$ cat src/rtl/jtcop_paldma_pkg.sv
// Shared constants and state encoding for the palette DMA block.
// Latency: n/a (declarations only).
// Backpressure: n/a.
package jtcop_paldma_pkg;

    localparam int PAL_ENTRIES = 1024;          // entries per colour table
    localparam int CNT_W       = 10;            // entry counter width
    localparam int B_OFFSET    = PAL_ENTRIES;   // B table follows the RG table in source space
    localparam logic [CNT_W-1:0] LAST_ENTRY = CNT_W'(PAL_ENTRIES - 1);

    typedef enum logic [2:0] {
        ST_IDLE  = 3'd0,
        ST_ARM   = 3'd1,
        ST_RD_GR = 3'd2,
        ST_WR_GR = 3'd3,
        ST_RD_B  = 3'd4,
        ST_WR_B  = 3'd5,
        ST_FIN   = 3'd6
    } state_t;

endpackage

$ cat src/rtl/jtcop_paldma_if.sv
// Source-read and palette-write buses of the palette DMA.
// Latency: n/a (wiring only).
// Backpressure: source side holds src_cs until src_ok; palette side is write-only.
// Ports: master = DMA engine, slave = source memory plus palette RAM.
interface jtcop_paldma_if
    import jtcop_paldma_pkg::*;
#(
    parameter int SRCW = 11
);
    logic [SRCW-1:0]  src_addr;
    logic             src_cs;
    logic [15:0]      src_data;
    logic             src_ok;
    logic [CNT_W-1:0] pal_addr;
    logic [15:0]      pal_gr;
    logic [7:0]       pal_b;
    logic [1:0]       we_gr;
    logic             we_b;

    modport master (
        output src_addr, src_cs, pal_addr, pal_gr, pal_b, we_gr, we_b,
        input  src_data, src_ok
    );

    modport slave (
        input  src_addr, src_cs, pal_addr, pal_gr, pal_b, we_gr, we_b,
        output src_data, src_ok
    );

endinterface

$ cat src/rtl/jtcop_paldma_rd.sv
// Source-read handshake: raises src_cs on a request, holds it and the address until src_ok.
// Latency: src_cs registered one cycle after req_i; data latched on the src_ok cycle.
// Backpressure: waits indefinitely for src_ok; src_ok without an open request is ignored.
// Ports: req_i/addr_i from the FSM; src_* to the source; ack_o/data_o back to the FSM.
module jtcop_paldma_rd #(
    parameter int SRCW = 11
) (
    input  logic            clk,
    input  logic            rst,
    input  logic            req_i,
    input  logic [SRCW-1:0] addr_i,
    input  logic            src_ok_i,
    input  logic [15:0]     src_data_i,
    output logic            src_cs_o,
    output logic [SRCW-1:0] src_addr_o,
    output logic            ack_o,
    output logic [15:0]     data_o
);

    logic            cs_q;
    logic [SRCW-1:0] addr_q;
    logic [15:0]     data_q;

    // Only an ack against an open request counts.
    assign ack_o = cs_q & src_ok_i;

    always_ff @(posedge clk) begin
        if (rst) begin
            cs_q   <= 1'b0;
            addr_q <= '0;
            data_q <= '0;
        end else if (ack_o) begin
            // Dropping cs here guarantees at least one idle cycle before the next read.
            cs_q   <= 1'b0;
            data_q <= src_data_i;
        end else if (req_i) begin
            cs_q   <= 1'b1;
            addr_q <= addr_i;
        end
    end

    assign src_cs_o   = cs_q;
    assign src_addr_o = addr_q;
    assign data_o     = data_q;

endmodule

$ cat src/rtl/jtcop_paldma.sv
// Palette DMA: copies the RG table then the B table from source memory into palette RAM during vblank.
// Latency: 3 cycles per entry with a 1-cycle source ack; first read 1 cycle after LVBL is seen low.
// Backpressure: stalls on src_ok; pauses before a new read while LVBL=1, finishing any open read first.
// Ports: clk/rst, start (arm), LVBL (active-low blank), busy/done status, bus = source + palette buses.
module jtcop_paldma
    import jtcop_paldma_pkg::*;
#(
    parameter int SRCW = 11
) (
    input  logic  clk,
    input  logic  rst,
    input  logic  start,
    input  logic  LVBL,
    output logic  busy,
    output logic  done,
    jtcop_paldma_if.master bus
);

    state_t           state_q, state_d;
    logic [CNT_W-1:0] cnt_q, cnt_d;
    logic             rd_req;
    logic [SRCW-1:0]  rd_addr;
    logic             rd_cs;
    logic             rd_ack;
    logic [15:0]      rd_data;
    logic [SRCW-1:0]  rd_src_addr;

    logic             busy_q, done_q, we_b_q;
    logic [1:0]       we_gr_q;
    logic [CNT_W-1:0] pal_addr_q;

    jtcop_paldma_rd #(.SRCW(SRCW)) u_rd (
        .clk        (clk),
        .rst        (rst),
        .req_i      (rd_req),
        .addr_i     (rd_addr),
        .src_ok_i   (bus.src_ok),
        .src_data_i (bus.src_data),
        .src_cs_o   (rd_cs),
        .src_addr_o (rd_src_addr),
        .ack_o      (rd_ack),
        .data_o     (rd_data)
    );

    // A read is launched on the same edge that enters RD_*, which is what keeps
    // an entry at 3 cycles. If blank has ended, the RD_* state waits with cs low
    // and launches the read itself once LVBL returns to 0.
    always_comb begin
        state_d = state_q;
        cnt_d   = cnt_q;
        rd_req  = 1'b0;
        unique case (state_q)
            ST_IDLE: begin
                if (start) state_d = ST_ARM;
            end
            ST_ARM: begin
                if (!LVBL) begin
                    state_d = ST_RD_GR;
                    cnt_d   = '0;
                    rd_req  = 1'b1;
                end
            end
            ST_RD_GR, ST_RD_B: begin
                if (rd_ack) begin
                    state_d = (state_q == ST_RD_GR) ? ST_WR_GR : ST_WR_B;
                end else if (!rd_cs && !LVBL) begin
                    rd_req = 1'b1;
                end
            end
            ST_WR_GR: begin
                if (cnt_q == LAST_ENTRY) begin
                    state_d = ST_RD_B;
                    cnt_d   = '0;
                end else begin
                    state_d = ST_RD_GR;
                    cnt_d   = cnt_q + 1'b1;
                end
                rd_req = !LVBL;
            end
            ST_WR_B: begin
                if (cnt_q == LAST_ENTRY) begin
                    state_d = ST_FIN;
                end else begin
                    state_d = ST_RD_B;
                    cnt_d   = cnt_q + 1'b1;
                    rd_req  = !LVBL;
                end
            end
            ST_FIN: begin
                state_d = ST_IDLE;
                cnt_d   = '0;
            end
            default: begin
                state_d = ST_IDLE;
                cnt_d   = '0;
            end
        endcase
    end

    // Source address of the read being launched: B entries sit above the RG table.
    assign rd_addr = SRCW'(cnt_d) + ((state_d == ST_RD_B) ? SRCW'(B_OFFSET) : '0);

    // Status and write strobes are decoded from the next state so they are plain
    // flops aligned with the state they describe; src_ok never reaches we_* combinationally.
    always_ff @(posedge clk) begin
        if (rst) begin
            state_q    <= ST_IDLE;
            cnt_q      <= '0;
            busy_q     <= 1'b0;
            done_q     <= 1'b0;
            we_gr_q    <= 2'b00;
            we_b_q     <= 1'b0;
            pal_addr_q <= '0;
        end else begin
            state_q    <= state_d;
            cnt_q      <= cnt_d;
            busy_q     <= (state_d != ST_IDLE) && (state_d != ST_FIN);
            done_q     <= (state_d == ST_FIN);
            we_gr_q    <= {2{state_d == ST_WR_GR}};
            we_b_q     <= (state_d == ST_WR_B);
            pal_addr_q <= cnt_d;
        end
    end

    assign busy         = busy_q;
    assign done         = done_q;
    assign bus.src_cs   = rd_cs;
    assign bus.src_addr = rd_src_addr;
    assign bus.pal_addr = pal_addr_q;
    assign bus.pal_gr   = rd_data;
    assign bus.pal_b    = rd_data[7:0];
    assign bus.we_gr    = we_gr_q;
    assign bus.we_b     = we_b_q;

endmodule
$ cat src/flat_wrapper.sv
// flat-port wrapper written by rule: the top's interface ports become plain ports
module jtcop_paldma_flat import jtcop_paldma_pkg::*;
#(
    parameter int SRCW = 11
)
  (clk, rst, start, LVBL, busy, done, bus_src_addr, bus_src_cs, bus_pal_addr, bus_pal_gr, bus_pal_b, bus_we_gr, bus_we_b, bus_src_data, bus_src_ok);
  jtcop_paldma_if #(.SRCW(SRCW)) bus_i ();
  input  logic clk;
  input  logic rst;
  input  logic start;
  input  logic LVBL;
  output logic busy;
  output logic done;
  output wire logic [$bits(bus_i.src_addr)-1:0] bus_src_addr;
  output wire logic [$bits(bus_i.src_cs)-1:0] bus_src_cs;
  output wire logic [$bits(bus_i.pal_addr)-1:0] bus_pal_addr;
  output wire logic [$bits(bus_i.pal_gr)-1:0] bus_pal_gr;
  output wire logic [$bits(bus_i.pal_b)-1:0] bus_pal_b;
  output wire logic [$bits(bus_i.we_gr)-1:0] bus_we_gr;
  output wire logic [$bits(bus_i.we_b)-1:0] bus_we_b;
  input wire logic [$bits(bus_i.src_data)-1:0] bus_src_data;
  input wire logic [$bits(bus_i.src_ok)-1:0] bus_src_ok;
  assign bus_src_addr = bus_i.src_addr;
  assign bus_src_cs = bus_i.src_cs;
  assign bus_pal_addr = bus_i.pal_addr;
  assign bus_pal_gr = bus_i.pal_gr;
  assign bus_pal_b = bus_i.pal_b;
  assign bus_we_gr = bus_i.we_gr;
  assign bus_we_b = bus_i.we_b;
  assign bus_i.src_data = bus_src_data;
  assign bus_i.src_ok = bus_src_ok;
  jtcop_paldma #(.SRCW(SRCW)) u_core (.clk(clk), .rst(rst), .start(start), .LVBL(LVBL), .busy(busy), .done(done), .bus(bus_i));
endmodule
$ cat config.mk
export PLATFORM = sky130hd
export DESIGN_NAME = jtcop_paldma_flat
export DESIGN_NICKNAME = d
export VERILOG_FILES = /design/src/rtl/jtcop_paldma_pkg.sv /design/src/rtl/jtcop_paldma_if.sv /design/src/rtl/jtcop_paldma_rd.sv /design/src/rtl/jtcop_paldma.sv /design/src/flat_wrapper.sv
export SDC_FILE = /design/constraint.sdc
export NUM_CORES = 1
export LEC_CHECK = 0
export CAP_MARGIN = 20
export CORE_MARGIN = 2
export CORE_UTILIZATION = 45
export CTS_BUF_LIST = sky130_fd_sc_hd__clkbuf_4 sky130_fd_sc_hd__clkbuf_8 sky130_fd_sc_hd__clkbuf_16
export DETAILED_ROUTE_END_ITERATION = 16
export GPL_ROUTABILITY_DRIVEN = 0
export PLACE_DENSITY_LB_ADDON = 0.12
export SETUP_SLACK_MARGIN = 0.2
export SLEW_MARGIN = 20
export SYNTH_ARGS = -nofsm -noshare
export SYNTH_HDL_FRONTEND = slang
export SYNTH_SLANG_ARGS = --single-unit
$ cat constraint.sdc
create_clock -name clk -period 2.5 [get_ports clk]
set_input_delay 0.25 -clock clk [delete_from_list [all_inputs] [get_ports clk]]
set_output_delay 0.25 -clock clk [all_outputs]
set_load 0.03 [all_outputs]
Word-level counts from Yosys, hierarchy flattened. Cells that the tools add are included.

Input bits: 21. Logic and storage cells: 51. Register bits: 45.

Bitwise gates (word level): 2. Mux-type cells: 17. Reduce and logical (&&, ||, !) cells: 10. Equal/unequal tests: 11. Add/subtract/negate cells: 2.

Operator list (number): 10-bit case mux with 4 select lines (1); 10-bit two-way mux (3); 3-bit equality test, second input constant (5); 3-bit two-way mux (5); 3-bit case mux with 5 select lines (1); 10-bit by 11-bit adder with 11-bit output (1); 11-bit two-way mux (1); 10-bit by 1-bit adder with 10-bit output, second input constant (1); 10-bit equality test, second input constant (1); 3-bit by 2-bit equality test with 1-bit output, second input constant (3); 1-bit two-way mux (4); 1-bit case mux with 4 select lines (1); 2-bit OR reduction (2); 3-bit by 1-bit equality test with 1-bit output, second input constant (1); 3-bit logical NOT (1); 3-bit != test, second input constant (1); 3-bit nonzero test (1); 3-bit OR reduction (1); 1-bit logical AND (2); 1-bit logical NOT (2); 2-bit two-way mux (1); 2-bit AND reduction (1); 1-bit AND (1); 1-bit inverter (1).

Depth between registers and ports, before layout. Gate-level depths: netlist of run 1.

Depth after elaboration: 7. Depth in mapped cells: 10. Depth with buffers taken out: 9.

By module. A second synthesis of run 1 with hierarchy kept.

Cell total of the unflattened synthesis: 263. Area total of the unflattened synthesis: 2388.5 µm².

By module, submodules not included: jtcop_paldma_rd (area each 1277.5 µm², times used 1, cells each 126); jtcop_paldma (area each 1111.1 µm², times used 1, cells each 137).

Worst setup path before layout of run 1. No wires, ideal clock.

Kind: register to register. Start: register u_core.cnt_q[0]. End: register u_core.u_rd.addr_q[0] (netlist: u_core.u_rd.src_addr_o[0]). Data arrival time: 2.139 ns. Setup slack: 0.281 ns. Stages on the path, launching flop included: 10. Library setup time: 0.080 ns. Required time: 2.420 ns. Cell sequence: dfxtp_1 > ha_1 > and4_4 > and3_1 > clkbuf_2 > inv_1 > ha_1 > o21ai_0 > a22oi_1 > a211oi_2.

Cells in the longest elaborated chain, start to end: 4. Elaborated cells between the ends (all ways): 10. Those cells by class: add/sub (2); eq/ne (1); mux (6); reduce/logical (1).

RTL lines: start, declared (line jtcop_paldma.sv:20) `logic [CNT_W-1:0] cnt_q, cnt_d;`; start signal, assigned (line jtcop_paldma.sv:116) `cnt_q <= cnt_d;`; 10-bit by 1-bit adder with 10-bit output or 10-bit equality test (tied branches); 10-bit two-way mux, or another cell as far along (line jtcop_paldma.sv:81) `if (cnt_q == LAST_ENTRY) begin`; 10-bit case mux with 4 select lines or 1-bit case mux with 4 select lines (tied branches) (line jtcop_paldma.sv:52) `unique case (state_q)`; 10-bit by 11-bit adder with 11-bit output or 2-bit AND reduction (tied branches); end signal, assigned (line jtcop_paldma_rd.sv:38) `addr_q <= addr_i;`; end, declared (line jtcop_paldma_rd.sv:21) `logic [SRCW-1:0] addr_q;`.

Parallel ways exist; a longest one is shown, timed or not. A chain may end at the register's enable or synchronous reset.

Worst setup path after layout of run 1. Ends and elaborated chain as after synthesis.

==> impl_metrics.yaml, run 1 <==
pwr:
  p_switching_mw: 0.371
  clkPwrFrac: 0.321
  internal_power_mw: 1.07
  pwr-share-seq: 0.527
  switching_share: 0.258
  power_frac_comb: 0.152
  ir_worst_vdd_uv: 388
  p_leak_nw: 1.01
  p_per_area_nw_per_um2: 503
  finalPower_mw: 1.44
timing:
  slew_headroom: 0.625
  finalHoldViolCount: 0
  period_needed_ns: 2.14
  timing.fmax_mhz: 466
  maxSlewViolCount: 0
  fin_skew_ns: 0.00644
  setup_violations: 0
  min_period_over_period: 0.858
  fin_setup_tns_ns: 0
  worstMarginPinSlew_ns: 0.558
  rsz0062_at_grt: "false"
final_layout:
  n_fill_cell: 422
  post-route-cell-area_sq_um: 2860
  diodes: 0
  nNetsFinal: 340
  utilization: 0.648
  drive_gt1_frac: 0.0946
  syn2layout_area_growth_pct: 36.6
critical_path:
  r2r_slack_ns: 0.36
  r2r-start: "u_core.cnt_q[0]"
  crit_chain: "ha_1 -> and4_4 -> and3_2 -> inv_1 -> ha_1 -> o21ai_0 -> a22oi_1 -> a211oi_2"
  cp.required_ns: 2.72
  slowest_delay_ns: 0.41
  worst_ep_arrival_time_ns: 2.37
  crit_top_cell: "ha_1"
  worstPathMaxFanout: 7
  crit_slowest_cell: "dfxtp_1"
  cp-end-kind: "flop"
  worstSetupPathType: "flop to flop"
  worstReg2RegEnd: "u_core.u_rd.src_addr_o[0]"
  startpoint_type: "flop"
  reg2reg_depth: 8
detailed_routing:
  dr_total_vias: 1981
  vias_per_cell: 5.37
  drt_pass1_iterations: 4
  drt_iter0_drc: 212
  drc: 0
  routedWlPerCell_um: 14.1
  drtAntennaViolNets: 0
  wirelength_mm: 5.19
clocking:
  postCtsSetupRepairBufs: 0
  ctsResizeCount: 0
  cts_tree: "done"
  ctsHoldBuffers: 0
  insertion_delay_ns: 0.29
  cts_buffers: 5
  htreeDepth: 2
  clk_path_buf_depth: 2
  clock-root-buffer: "clkbuf_8"
  path_clk_slew_ns: 0.08
  cts.sinks: 45
floorplanning:
  initial_utilization: 0.474
  die-area_sq_um: 5220
  rows: 24
  die_h_um: 72.2
  io_pins: 72
  core_sq_um: 4410
  die_x_um: 72.2
grt:
  grt_max_degree: 23
  grt.total_usage: 0.201
  grt_pass1_vias: 1756
  grt_pass1_wl_mm: 8.31
  grt-ovfl-total: 0
  antenna_found_initial: 0
logic_synthesis:
  syn-num-nets: 280
  synth-seq-cells: 45
  synth_ff_type: "dfxtp_1"
  ys_seq_area_frac: 0.430
  synth_mux_area_frac: 0
  synth_edf_count: 0
  yosysWarnings: 0
  ys_types: 48
  synth_common_cells: "47 x nand2_1, 45 x dfxtp_1, 28 x nor2_1"
  yosys.cell_count.top_type: "nand2_1"
  syn-cell-area_sq_um: 2090
  yosysTopAreaCell: "dfxtp_1"
  synth_adder_area_share: 0.0119
  synth.avg_cell_area_sq_um: 8.15
  netlist_top_cells_area: "dfxtp_1 43%, nand2_1 8.4%, a21oi_1 6.5%"
  synth-compound-area-share: 0.210
  postSynth.asyncResetShare: 0
  synthSimpleGateAreaFrac: 0.265
  synthXorXnorAreaFrac: 0.00418
  synth_top_family_by_area: "simple AND/OR/NAND/NOR gates"
  netlist_instances: 257
  synth_top_area_share: 0.430
flow_run:
  max-cap-violations: 0
worst_hold_path:
  min_path_cells: 2
  hold_path_class: "flop to flop"
  hp-start: "u_core.u_rd.data_o[14]"
  whs_endpoint: "u_core.u_rd.data_o[14]"
status:
  status: "finished clean"
placed_design:
  place_hpwl_mm: 3.80
  placed_cell_area_sq_um: 2770
  portBuffers: 71
[routing by layer]
metal,vias to the layer above,part of all wire,global-route usage
met5,-,0,0
met4,0,0.012,0.0713
met3,6,0.088,0.0667
met2,83,0.44,0.287
met1,895,0.46,0.283
li1,997,-,-
[final cells by class]
type / instances / area, sq um / share of cell area
multi-input cells: 182 / 1030 / 0.360
clock buffers: 7 / 90.1 / 0.0315
repair buffers: 76 / 748 / 0.262
flip-flops and latches: 45 / 901 / 0.315
inverters: 7 / 26.3 / 0.00919
well taps: 52 / 65.1 / 0.0227
[cell families after synthesis]
| group | after synthesis |
|---|---|
| and+or+nand+nor | 116 |
| AOI/OAI and AO/OA | 63 |
| DFF | 45 |
| buffers and inverters | 30 |
| adders and majority gates | 2 |
| xor gates and xnor gates | 1 |
[through the flow]
| stage | setup slack [ns] | std cells | hold slack [ns] |
|---|---|---|---|
| detailed placement | 0.344 | 362 | 0.446 |
| finish | 0.355 | 369 | 0.455 |
| global route | 0.245 | 369 | 0.472 |
| CTS | 0.318 | 369 | 0.456 |
| floorplan | 0.281 | 257 | 0.386 |
| global placement | 0.413 | 362 | 0.441 |
[worst max-delay path by stage]
stage	startpoint	to	depth (start not counted)
finish	u_core.cnt_q[0]	u_core.u_rd.src_addr_o[0]	8
global route	u_core.cnt_q[0]	u_core.u_rd.src_addr_o[0]	8
CTS	u_core.cnt_q[0]	u_core.u_rd.src_addr_o[0]	8
detailed placement	u_core.cnt_q[0]	u_core.u_rd.src_addr_o[0]	8
global placement	u_core.cnt_q[0]	u_core.u_rd.src_addr_o[0]	8
floorplan	u_core.cnt_q[0]	u_core.u_rd.src_addr_o[0]	9
[worst max-delay path: cells and delay by family, from the launching register on]
kind | cells | cell delay (ns)
buffers and inverters | 1 | 0.06
AOI/OAI and AO/OA | 3 | 0.51
adders and majority gates | 2 | 0.56
and+or+nand+nor | 2 | 0.54
DFF | 1 | 0.41
[power groups by stage]
stage	logic (mW)	clock network, mW	registers (mW)
6_report	0.219	0.463	0.758
3_5_place_dp	0.219	0	0.775
4_1_cts	0.220	0.474	0.758
5_1_grt	0.235	0.498	0.762
3_3_place_gp	0.218	0	0.774
2_1_floorplan	0.0985	0	0.804
[flip-flops by register name, summed over array words and instances, names as in the netlist]
register,count
u_core.cnt_q,10
u_core.u_rd.src_addr_o,11
u_core.u_rd.src_cs_o,1
u_core.u_rd.data_o,16
u_core.done,1
u_core.busy,1
u_core.bus.we_gr,1
u_core.bus.we_b,1
u_core.state_q,3
[cells in the final DEF, fill, tap and decap left out, types with 2 or more instances in the layout]
master,n
a211oi_2,8
nor2_1,28
o211a_1,2
o211ai_1,2
nand4_1,4
a211oi_1,4
nor4_1,5
clkbuf_8,6
o21ai_0,7
and3_1,3
ha_1,2
nand3_1,4
nand2_1,47
clkdlybuf4s50_1,71
and2_1,2
and4_4,2
nand2b_1,4
a21o_1,2
dfxtp_1,45
a22oi_1,2
inv_1,7
nor3_1,5
buf_4,5
a21oi_1,27
(Power assumes the default switching activity.)
==> inputs of run 2 (changes only) <==
Settings changed: CORE_ASPECT_RATIO from default to 1.5.
==> impl_metrics.yaml, run 2 (synthesis results as in run 1) <==
final_layout:
  syn2layout_area_growth_pct: 37.1
  ff_latch_area_sq_um: 901
  utilization: 0.638
  multi_input_area_sq_um: 1030
  drive_gt1_frac: 0.0978
  final_common_cell: "clkdlybuf4s50_1"
  nNetsFinal: 340
  n_fill_cell: 413
  largest_reg_flops: 16
  diodes: 0
  instances_no_fill: 365
  most-common-layout-cells: "71 x clkdlybuf4s50_1, 47 x nand2_1, 45 x dfxtp_1, 28 x nor2_1, 27 x a21oi_1"
clocking:
  cts_tree: "done"
  path_clk_slew_ns: 0.08
  cts.sinks: 45
  htreeDepth: 2
  clk_path_buf_depth: 2
  cts_buffers: 5
  postCtsSetupRepairBufs: 0
  clock-root-buffer: "clkbuf_8"
  insertion_delay_ns: 0.30
critical_path:
  reg2reg_depth: 8
  cp.required_ns: 2.72
  worstSetupPathType: "flop to flop"
  r2r-start: "u_core.cnt_q[0]"
  endpoint: "u_core.u_rd.src_addr_o[0]"
  startpoint_type: "flop"
  worst_ep_arrival_time_ns: 2.34
  crit_path_start: "u_core.cnt_q[0]"
  r2r_slack_ns: 0.39
  cp-end-kind: "flop"
  worstPathMaxFanout: 7
  worstReg2RegEnd: "u_core.u_rd.src_addr_o[0]"
pwr:
  p_leak_nw: 1.01
  p_per_area_nw_per_um2: 525
  ir_worst_vdd_uv: 516
  finalPower_mw: 1.51
grt:
  grt_max_degree: 23
  grt-ovfl-total: 0
  grtUsageMet2: 0.323
  top_usage_layer: "met2"
  grt_pass1_vias: 1748
  grt.met1_usage: 0.246
  grt_pass1_wl_mm: 8.16
  grt.total_usage: 0.206
  grt.met3_usage: 0.0694
  antenna_found_initial: 0
timing:
  maxSlewViolCount: 0
  finalHoldViolCount: 0
  fin_skew_ns: 0.0112
  timing.fmax_mhz: 473
  fin_setup_tns_ns: 0
  min_period_over_period: 0.846
  setup_violations: 0
  rsz0062_at_grt: "false"
  worstMarginPinSlew_ns: 0.504
  slew_headroom: 0.663
  period_needed_ns: 2.11
  whs_ns: 0.453
placed_design:
  portBuffers: 71
  place_hpwl_mm: 3.74
  placed_cells: 358
detailed_routing:
  wirelength_mm: 5.07
  drc: 0
  dr_total_vias: 1988
  vias_per_cell: 5.45
  routedWlPerCell_um: 13.9
  drt_pass1_iterations: 4
  drt_iter0_drc: 102
  drtAntennaViolNets: 0
status:
  status: "finished clean"
floorplanning:
  initial_utilization: 0.465
  die_x_um: 59.7
  die-area_sq_um: 5230
  core_sq_um: 4500
  die_h_um: 87.6
  rows: 30
  io_pins: 72
flow_run:
  max-cap-violations: 0
worst_hold_path:
  hold_path_class: "flop to flop"
## run 2: layer usage
| metal | wire length (um) | vias to the layer above |
|---|---|---|
| li1 | - | 1004 |
| met1 | 2100 | 908 |
| met2 | 2450 | 63 |
| met4 | 153 | 0 |
| met5 | 0 | - |
| met3 | 376 | 13 |
## run 2: where the power goes
group	total, mW	internal (mW)	leakage, nW	switching, mW
Sequential	0.758	0.737	0.364	0.0210
Clock	0.531	0.291	0.0540	0.240
Combinational	0.219	0.101	0.594	0.118
## run 2: worst max-delay path, cell delays in order (launching register included)
cell      delay [ns]
dfxtp_1         0.43
ha_2            0.27
and4_4          0.26
and3_2          0.25
inv_1           0.06
ha_1            0.26
o21ai_0         0.16
a22oi_1         0.11
a211oi_2        0.24
## run 2: how the worst min path moves through the flow
stage | startpoint | to | slack, ns | depth (start not counted)
after floorplan | bus_src_data[0] | u_core.u_rd.data_o[0] | 0.39 | 2
after global placement | u_core.u_rd.data_o[10] | u_core.u_rd.data_o[10] | 0.44 | 2
after detailed placement | u_core.u_rd.data_o[10] | u_core.u_rd.data_o[10] | 0.45 | 2
after CTS | u_core.u_rd.data_o[10] | u_core.u_rd.data_o[10] | 0.46 | 2
after global routing | u_core.u_rd.data_o[14] | u_core.u_rd.data_o[14] | 0.47 | 2
final | u_core.u_rd.data_o[10] | u_core.u_rd.data_o[10] | 0.45 | 2
## run 2: through the flow
step | worst slack [ns] | area [sq um]
after global routing | 0.237 | 2870
after detailed placement | 0.328 | 2760
after floorplan | 0.281 | 2090
after CTS | 0.295 | 2870
after global placement | 0.415 | 2760
final | 0.385 | 2870
## run 2: layout make-up
type / count / area share
clock buffers: 5 / 0.0240
clock inverters: 2 / 0.0122
inverters: 7 / 0.00915
multi-input cells: 182 / 0.359
flip-flops and latches: 45 / 0.314
well taps: 48 / 0.0209
repair buffers: 76 / 0.261
## run 2: timing repair
| item | CTS | global route |
|---|---|---|
| hold buffers | 0 | 0 |
| setup endpoints to repair | 0 | 1 |
| resized for setup | 0 | 2 |
| hold endpoints to repair | 0 | 0 |
